[src/rtl/alu_op_driver.sv]
// Sequences commands into an external combinational ALU: drives operands, waits SETTLE
// cycles, captures the result and holds it until the consumer accepts it.
module alu_op_driver #(
  parameter int unsigned WIDTH  = 64,
  parameter int unsigned SETTLE = 1
) (
  input  logic             clk,
  input  logic             rst_n,
  input  logic             cmd_valid,
  output logic             cmd_ready,
  input  logic [WIDTH-1:0] cmd_a,
  input  logic [WIDTH-1:0] cmd_b,
  input  logic [2:0]       cmd_oper,
  input  logic             cmd_chain,
  output logic [WIDTH-1:0] alu_a,
  output logic [WIDTH-1:0] alu_b,
  output logic [2:0]       alu_oper,
  input  logic [WIDTH-1:0] alu_sum,
  output logic             rsp_valid,
  input  logic             rsp_ready,
  output logic [WIDTH-1:0] rsp_data,
  output logic             rsp_err,
  output logic [15:0]      op_count
);

  localparam int unsigned CW   = 4;
  localparam int unsigned OPW  = 3;
  localparam int unsigned CNTW = 16;
  localparam logic [OPW-1:0] OP_ZERO = 3'b111;

  typedef enum logic [1:0] {IDLE, DRIVE, HOLD} state_t;

  state_t            state, state_d;
  logic [CW-1:0]     cnt, cnt_d;
  logic [WIDTH-1:0]  acc, acc_d;
  logic              acc_valid, acc_valid_d;
  logic              cmd_ready_d;
  logic [WIDTH-1:0]  alu_a_d, alu_b_d, rsp_data_d;
  logic [OPW-1:0]    alu_oper_d;
  logic              rsp_valid_d, rsp_err_d;
  logic [CNTW-1:0]   op_count_d;

  // Next-state and next-output logic
  always_comb begin
    state_d     = state;
    cnt_d       = cnt;
    acc_d       = acc;
    acc_valid_d = acc_valid;
    alu_a_d     = alu_a;
    alu_b_d     = alu_b;
    alu_oper_d  = alu_oper;
    rsp_data_d  = rsp_data;
    rsp_err_d   = rsp_err;
    rsp_valid_d = rsp_valid;
    op_count_d  = op_count;
    cmd_ready_d = 1'b0;

    case (state)
      IDLE: begin
        if (cmd_valid && cmd_ready) begin
          alu_a_d    = (cmd_chain && acc_valid) ? acc : cmd_a;
          alu_b_d    = cmd_b;
          alu_oper_d = cmd_oper;
          cnt_d      = CW'(SETTLE);
          state_d    = DRIVE;
        end
      end
      DRIVE: begin
        cnt_d = cnt - CW'(1);
        // Last settle cycle: the ALU output is stable now
        if (cnt == CW'(1)) begin
          rsp_data_d  = alu_sum;
          rsp_err_d   = (alu_oper == OP_ZERO);
          rsp_valid_d = 1'b1;
          state_d     = HOLD;
        end
      end
      HOLD: begin
        if (rsp_ready) begin
          rsp_valid_d = 1'b0;
          acc_d       = rsp_data;
          acc_valid_d = 1'b1;
          op_count_d  = op_count + CNTW'(1);
          state_d     = IDLE;
        end
      end
      default: state_d = IDLE;
    endcase

    cmd_ready_d = (state_d == IDLE);
  end

  // State and output registers
  always_ff @(posedge clk) begin
    if (!rst_n) begin
      state     <= IDLE;
      cnt       <= '0;
      acc       <= '0;
      acc_valid <= 1'b0;
      cmd_ready <= 1'b1;
      alu_a     <= '0;
      alu_b     <= '0;
      alu_oper  <= '0;
      rsp_data  <= '0;
      rsp_err   <= 1'b0;
      rsp_valid <= 1'b0;
      op_count  <= '0;
    end else begin
      state     <= state_d;
      cnt       <= cnt_d;
      acc       <= acc_d;
      acc_valid <= acc_valid_d;
      cmd_ready <= cmd_ready_d;
      alu_a     <= alu_a_d;
      alu_b     <= alu_b_d;
      alu_oper  <= alu_oper_d;
      rsp_data  <= rsp_data_d;
      rsp_err   <= rsp_err_d;
      rsp_valid <= rsp_valid_d;
      op_count  <= op_count_d;
    end
  end

endmodule

[config.mk]
export PLATFORM = sky130hd
export DESIGN_NAME = alu_op_driver
export DESIGN_NICKNAME = d
export VERILOG_FILES = /design/src/rtl/alu_op_driver.sv
export SDC_FILE = /design/constraint.sdc
export NUM_CORES = 1
export LEC_CHECK = 0
export CAP_MARGIN = 30
export CORE_MARGIN = 2
export CORE_UTILIZATION = 30
export DETAILED_ROUTE_END_ITERATION = 10
export GPL_TIMING_DRIVEN = 0
export PLACE_DENSITY = 0.66
export SYNTH_ARGS = -nofsm -noshare
export SYNTH_HDL_FRONTEND = slang
export SYNTH_SLANG_ARGS = --single-unit
[constraint.sdc]
create_clock -name clk -period 1.7 [get_ports clk]
set_input_delay 0.34 -clock clk [delete_from_list [all_inputs] [get_ports clk]]
set_output_delay 0.34 -clock clk [all_outputs]
set_load 0.01 [all_outputs]
# Yosys cells after proc, flatten, opt, wreduce, memory -nomap -nowiden
# Cells that the tools add are included.
# word_totals
reg_bits	285
output_inout_bits	214
# op_classes
addsub	2
eq_ne	7
mux	10
reduce_logical	11
# ops
operator	n
64-bit two-way mux	1
16-bit by 1-bit adder with 16-bit output (second input constant)	1
4-bit one-hot mux with 2 select lines	1
2-bit AND reduction	4
2-bit two-way mux	3
2-bit != test (second input constant)	3
2-bit one-hot mux with 3 select lines	1
4-bit by 1-bit == test with 1-bit output (second input constant)	1
2-bit zero test	2
4-bit two-way mux	1
2-bit nonzero test	2
4-bit by 1-bit subtractor with 4-bit output (second input constant)	1
3-bit == test (second input constant)	1
3-bit AND reduction	1
2-bit by 1-bit == test with 1-bit output (second input constant)	1
2-bit == test (second input constant)	1
1-bit logical AND	2
1-bit two-way mux	2
1-bit one-hot mux with 2 select lines	1

# Logic depth before layout (Yosys ltp)
# Gate-level depths: netlist of run 1.
# logic_depth
depth_word	4
mapped_depth	8
depth_no_buf	6

# Worst setup path before layout of run 1
# No wires, ideal clock.
# synth_timing
path_type	register -> register
from	reg op_count[0]
to	reg op_count[14]
setup_ns	0.070
arrival_time_ns	1.745
required_ns	1.630
path_slack_ns	-0.115
path_stages_with_launch	6
path_cell_list	dfxtp_1 ha_1 nand2_1 or3_1 or4_1 a21oi_1
# synth_via
elab_chain_len	1
# synth_lines
element	line	source
start: declaration	23	output logic [15:0] op_count
start signal: assignment	120	op_count <= op_count_d;
16-bit by 1-bit adder with 16-bit output	83	op_count_d = op_count + CNTW'(1);
# No other way between the ends.
# A chain may end at the register's enable or synchronous reset.

# Worst setup path after layout of run 1
# layout_timing
from	reg op_count[9]
to	reg op_count[15]
# Same word-level chain as after synthesis.

==> results.toml, run 1 <==
[outcome]
outcome = "completed"

[drt]
drtIter0Drc = 458
drc = 0
wirelength_microns = 41300
via_count = 10947
vias_per_cell = 4.80
post_drt_wl_per_cell_microns = 18.1
ant_nets = 0
first_pass_iters = 5

[clock_tree]
cts_sinks = 285
htree_levels = 2
hold_buffers = 0
clock_latency_ps = 500
cts-buffers-inserted = 34
root_buffer = "clkbuf_16"
cts_tree = "yes"
path_clk_slew_ps = 60
cts_max_path_buffers = 3

[timing]
max_freq_mhz = 609
finalHoldViolations = 0
rsz0062_at_grt = "yes"
post-route-period-util_pct = 96.6
finalSetupViolCount = 0
layout_min_cycle_time_ps = 1640
slew_headroom_pct = 59.2
worst_pin_slew_ps = 612
drv_slew = 0
whs_ps = 380
fin_skew_ps = 16.5

[floorplan]
core_area_sq_um = 34500
fp.dieH_microns = 191
die_w_microns = 191
start_util_pct = 30.5
die_area_sq_um = 36700
ios = 414
rows = 68

[critical_path]
crit_required_ps = 2140
path_class = "register to register"
cp.arrival_ps = 2080
endpoint_kind = "register"
critPathLaunchType = "register"
crit_fanout = 6

[pwr]
cellPowerDensity_nw_per_um2 = 1060
p_leak_uw = 0.00684
ir_worst_vdd_uv = 671

[final_layout]
final_common_cell = "nand2_1"
final.fill_count = 3477
nets = 2002
final_cells = 2279
mostFrequentLayoutCells = "nand2_1, dfxtp_1, dlygate4sd2_1"
areaGrowthSynthToFinish_pct = 56.7
final_layout_size_suffix_gt1_share_pct = 8.89

[global_routing]
grt_pass1_vias = 10794
grt_overflow = 0
grtUsageTotal_pct = 21.4
antenna_found_initial = 2
grt_pass1_wl_microns = 60400
grt_max_degree = 13

[yosys]
synth_top_cell_area_share_pct = 54.1
syn_area_per_cell_sq_um = 7.86
syn_nets = 1545
ys_top_cells_by_area = "dfxtp_1, nand2_1, a21oi_1, a311oi_1, clkbuf_1"
ys_seq_area_share_pct = 54.1
yosysUniqueCellTypes = 33
syn_inst = 1342
ys_seq_elements = 285
ys_warn_count = 0
synth_area_sq_um = 10500
yosysTopAreaCell = "dfxtp_1"

[placed_design]
dp_hpwl_microns = 31100
gp_congestion = 0.818
portBuffers = 413
dp_cells = 2211

[hold_path]
hp-class = "primary input to register"

[run]
drv_cap = 0
-- registers in the layout, summed over array words and instances (netlist names), 2 cells and up --
name,count
op_count,16
acc,64
alu_oper,3
alu_b,64
cnt,4
alu_a,64
state,2
rsp_data,64
-- area by class of cell --
class | count | area [sq um] | share of cell area [%]
multi-input combinational | 944 | 4490 | 27.2
clock buffer | 52 | 1030 | 6.25
timing repair buffer | 423 | 3960 | 24.0
tap | 455 | 569 | 3.45
inverter | 3 | 11.3 | 0.0682
sequential | 285 | 5740 | 34.8
antenna | 1 | 2.50 | 0.0152
buffer | 108 | 617 | 3.73
clock inverter | 8 | 92.6 | 0.561
-- through the flow --
| stage | instance area, sq um | setup TNS [ps] | utilization (%) | worst slack, ps | total power (uW) |
|---|---|---|---|---|---|
| 2_1_floorplan | 10600 | 0 | - | 23.4 | 8710 |
| 3_3_place_gp | 15300 | -372800 | 44.2 | -2280 | 10500 |
| 5_1_grt | 16500 | -10.5 | 47.8 | -10.5 | 18300 |
| 3_5_place_dp | 15300 | -253310 | 44.3 | -1420 | 10500 |
| 6_report | 16500 | 0 | 47.8 | 57.0 | 17500 |
| 4_1_cts | 16300 | 0 | 47.3 | 0.165 | 17600 |
-- routing by layer --
layer	vias to the layer above	part of all wire, %	GRT usage [%]
met3	74	9.0	6.77
met2	398	49	38.6
met1	5064	39	24.1
met5	-	0.063	0
met4	4	2.6	6.30
li1	5407	-	-
-- logic make-up after synthesis --
group                    after synthesis  share of synthesized area [%]
AND/OR/NAND/NOR                      654                           24.9
AO/OA/AOI/OAI                        275                           15.4
XOR/XNOR                              11                          0.914
buffers and inverters                113                           4.18
adder cells (fa/ha/maj)                3                          0.356
multiplexers                           1                          0.107
flip-flops                           285                           54.1
-- cell usage after synthesis (all sizes together) --
library cell / count
and3b: 1
inv: 2
nand3: 66
dfxtp: 285
nor3b: 2
a21oi: 203
a211oi: 1
xor2: 4
nor3: 5
o21ai: 5
clkbuf: 89
nand3b: 1
or3: 5
o31ai: 1
a311oi: 64
nor2: 85
xnor2: 7
nand2b: 1
nand2: 472
and2: 1
nor2b: 1
clkinv: 1
nand4b: 1
buf: 21
mux2: 1
a31oi: 1
or4: 2
ha: 3
nor4: 4
nand4: 6
nand4bb: 1
-- path summary, 6_finish.rpt --
| kind | from | cells after the start | to | slack, ps |
|---|---|---|---|---|
| min | cmd_b[2] | 3 | alu_b[2] | 380 |
| min reg2reg | alu_b[29] | 2 | alu_b[29] | 450 |
| max | op_count[9] | 4 | op_count[15] | 60 |
| max reg2reg | op_count[9] | 4 | op_count[15] | 60 |
-- worst max-delay path, stage by stage, from the launching register on --
cell and delay, ps:
dfxtp_2 390, nand4_1 100, or4_4 570, or3_1 380, a21oi_2 130
-- power by group --
part | total (uW) | internal (uW) | switching, uW | leakage (uW)
Sequential | 7370 | 7120 | 256 | 0.00233
Clock | 7270 | 4480 | 2790 | 0.000552
Combinational | 2860 | 1340 | 1520 | 0.00396
-- timing repair --
action | in CTS | in global routing
gates cloned | 0 | 1
setup endpoints to repair | 490 | 203
pin swaps | 4 | 8
gates resized for setup | 297 | 80
setup buffers | 4 | 4
Power figures use the tool's default switching activity.
==> run 2: changes to the inputs <==
--- a/config.mk
+++ b/config.mk
@@ -5,12 +5,14 @@
 export SDC_FILE = /design/constraint.sdc
 export NUM_CORES = 1
 export LEC_CHECK = 0
+export ABC_AREA = 1
 export CAP_MARGIN = 30
 export CORE_MARGIN = 2
 export CORE_UTILIZATION = 30
+export CTS_CLUSTER_SIZE = 30
 export DETAILED_ROUTE_END_ITERATION = 10
 export GPL_TIMING_DRIVEN = 0
-export PLACE_DENSITY = 0.66
+export PLACE_DENSITY = 0.64
 export SYNTH_ARGS = -nofsm -noshare
 export SYNTH_HDL_FRONTEND = slang
 export SYNTH_SLANG_ARGS = --single-unit
==> constraint.sdc (replaced) <==
create_clock -name clk -period 1.6 [get_ports clk]
set_input_delay 0.32 -clock clk [delete_from_list [all_inputs] [get_ports clk]]
set_output_delay 0.32 -clock clk [all_outputs]
set_load 0.01 [all_outputs]
==> run 2 against run 1 <==
Fmax rose by 4.0%. Sequential cell count is the same. Highest routed layer is now met4. Synthesized cell count is 2.4% higher. Cell area rose by 2.7%. Total power up 26%. Clock skew is 4.1 ps higher. Worst setup slack got worse by 37 ps. First-iteration DRC count rose by 17%. Register-to-register slack worse by 40 ps. Wire length grew 0.81%. Area after synthesis is 0.37% higher. Largest power group unchanged.
==> results.toml, run 2 <==
[clock_tree]
path_clk_slew_ps = 70
cts_tree = "yes"
htree_levels = 2
cts_sinks = 285
root_buffer = "clkbuf_16"
cts_max_path_buffers = 3
clock_latency_ps = 510
hold_buffers = 0
cts-buffers-inserted = 34

[timing]
rsz0062_at_grt = "yes"
worst_pin_slew_ps = 631
slew_headroom_pct = 58.0
whs_ps = 393
finalHoldViolations = 0
finalSetupViolCount = 0
max_freq_mhz = 633
layout_min_cycle_time_ps = 1580
post-route-period-util_pct = 98.7
layout_setup_ws_ps = 20.2
fin_skew_ps = 20.5
drv_slew = 0

[floorplan]
die_area_sq_um = 36800
die_w_microns = 192
ios = 414
core_area_sq_um = 34600
fp.dieH_microns = 192
rows = 68
start_util_pct = 30.6

[yosys]
synthAdderAreaFrac_pct = 0.355
syn_nets = 1577
synth.area.mux_share_pct = 0
ys_seq_area_share_pct = 53.9
ys_top_cells_by_area = "dfxtp_1, nor2_1, o21ai_0, a21oi_1, nand2_1"
yosysMostFrequentCell = "nor2_1"
synthFlopType = "dfxtp_1"
synth_top_family_by_area = "compound AO/OA/AOI/OAI gates"
synth_edf_count = 0
synthSimpleGateAreaFrac_pct = 19.7
synth_xor_area_share_pct = 0.248
syn_inst = 1374
synth_top_cell_area_share_pct = 53.9
synthTopCellsByCount = "nor2_1, dfxtp_1, nand2_1"
syn_area_per_cell_sq_um = 7.70
yosysUniqueCellTypes = 30
synth_area_sq_um = 10600
yosysTopAreaCell = "dfxtp_1"
async_reset_ff_share_pct = 0
synth_compound_gate_area_share_pct = 20.2
ys_seq_elements = 285
ys_warn_count = 0

[final_layout]
final_common_cell = "dfxtp_1"
ff_latch_area_sq_um = 5720
final_layout_size_suffix_gt1_share_pct = 12.7
stdcell_area_sq_um = 17000
final.fill_count = 3382
post-route-util_pct = 49.0
areaGrowthSynthToFinish_pct = 60.4
multiInputGateArea_sq_um = 4590
nets = 2045
mostFrequentLayoutCells = "dfxtp_1, nor2_1, nand2_1"

[global_routing]
grt_use_met1_pct = 27.7
use_met3_pct = 4.81
grtUsageTotal_pct = 21.4
grt_pass1_wl_microns = 60800
grtUsageMet2_pct = 35.9
grt_pass1_vias = 10440
antenna_found_initial = 2
grt_overflow = 0
grt_max_degree = 13
grt-busiest-layer = "met2"

[critical_path]
path_buf_inv = 5
max_stage_delay_ps = 330
path_class = "register to register"
crit_fanout = 5
reg2reg_slack_ps = 20
crit_path_cell_trace = "inv_2, ha_4, nand3_4, nor2_4, buf_4, buf_12, buf_6, nor2_1, o22ai_1, inv_1"
critPathLaunchType = "register"
cp_top_family = "buffers and inverters"
crit_required_ps = 1990
slowest_stage = "dfxtp_2"
cp.arrival_ps = 1970
endpoint_kind = "register"

[placed_design]
gp_congestion = 0.869
place_area_sq_um = 15300
pre_cts_ws_ps = -1130
portBuffers = 413
dp_hpwl_microns = 30000

[run]
drv_cap = 0

[hold_path]
hp-class = "primary input to register"

[drt]
drc = 0
drtIter0Drc = 538
wirelength_microns = 41600
first_pass_iters = 5
post_drt_wl_per_cell_microns = 17.9
ant_nets = 0
vias_per_cell = 4.69
via_count = 10883

[pwr]
total_power_uw = 22000
cellPowerDensity_nw_per_um2 = 1290
p_leak_uw = 0.00738
ir_worst_vdd_uv = 636

[outcome]
outcome = "completed"
==> run 2: final timing paths <==
kind,startpoint,endpoint,depth (start not counted)
hold reg to reg,acc[27],alu_a[27],2
setup reg to reg,cnt[1],cmd_ready,10
setup / recovery,cnt[1],cmd_ready,10
hold / removal,alu_sum[4],rsp_data[4],3
==> run 2: cell families (layout without fill, tap and decap cells) <==
group / Yosys count / after routing
AOI/OAI and AO/OA: 410 / 410
xor gates and xnor gates: 3 / 3
adders and majority gates: 3 / 3
buffers and inverters: 133 / 621
DFF: 285 / 285
other: 0 / 3
and+or+nand+nor: 540 / 540
==> run 2: tightest hold or removal path, cell delays in order <==
cell	delay [ps]
clkdlybuf4s50_1	390
nor2_1	100
nor2_1	50
==> run 2: routing by layer <==
metal,vias up,routed length [microns]
met4,0,1020
met1,5043,17900
met5,-,0
met2,340,19800
met3,65,2810
li1,5435,-
==> run 2: power by group <==
part	switching, uW	internal, uW
logic	3140	2550
clock network	3000	4570
registers	586	8130
total	6730	15200
==> run 2: timing repair <==
item | in CTS | in global routing
resized for setup | 269 | 168
setup endpoints to repair | 496 | 246
pin swaps | 4 | 16
buffers inserted | 6 | 10
cloned | 0 | 7
endpoints found under the hold margin | 0 | 0
==> run 2: area by class of cell <==
type	instances	area share, %
Antenna cell	3	0.0442
Buffer	97	4.00
Clock buffer	49	6.02
Clock inverter	7	0.369
Inverter	33	0.759
Multi-Input combinational cell	956	27.0
Sequential cell	285	33.7
Tap cell	455	3.35
Timing Repair Buffer	435	24.7
==> run 2: metrics by stage <==
step / instances / TNS (ps)
CTS: 2304 / -49.5
global placement: 2242 / -225570
floorplan: 1374 / 0
finish: 2320 / 0
detailed placement: 2242 / -232100
global route: 2319 / -1820
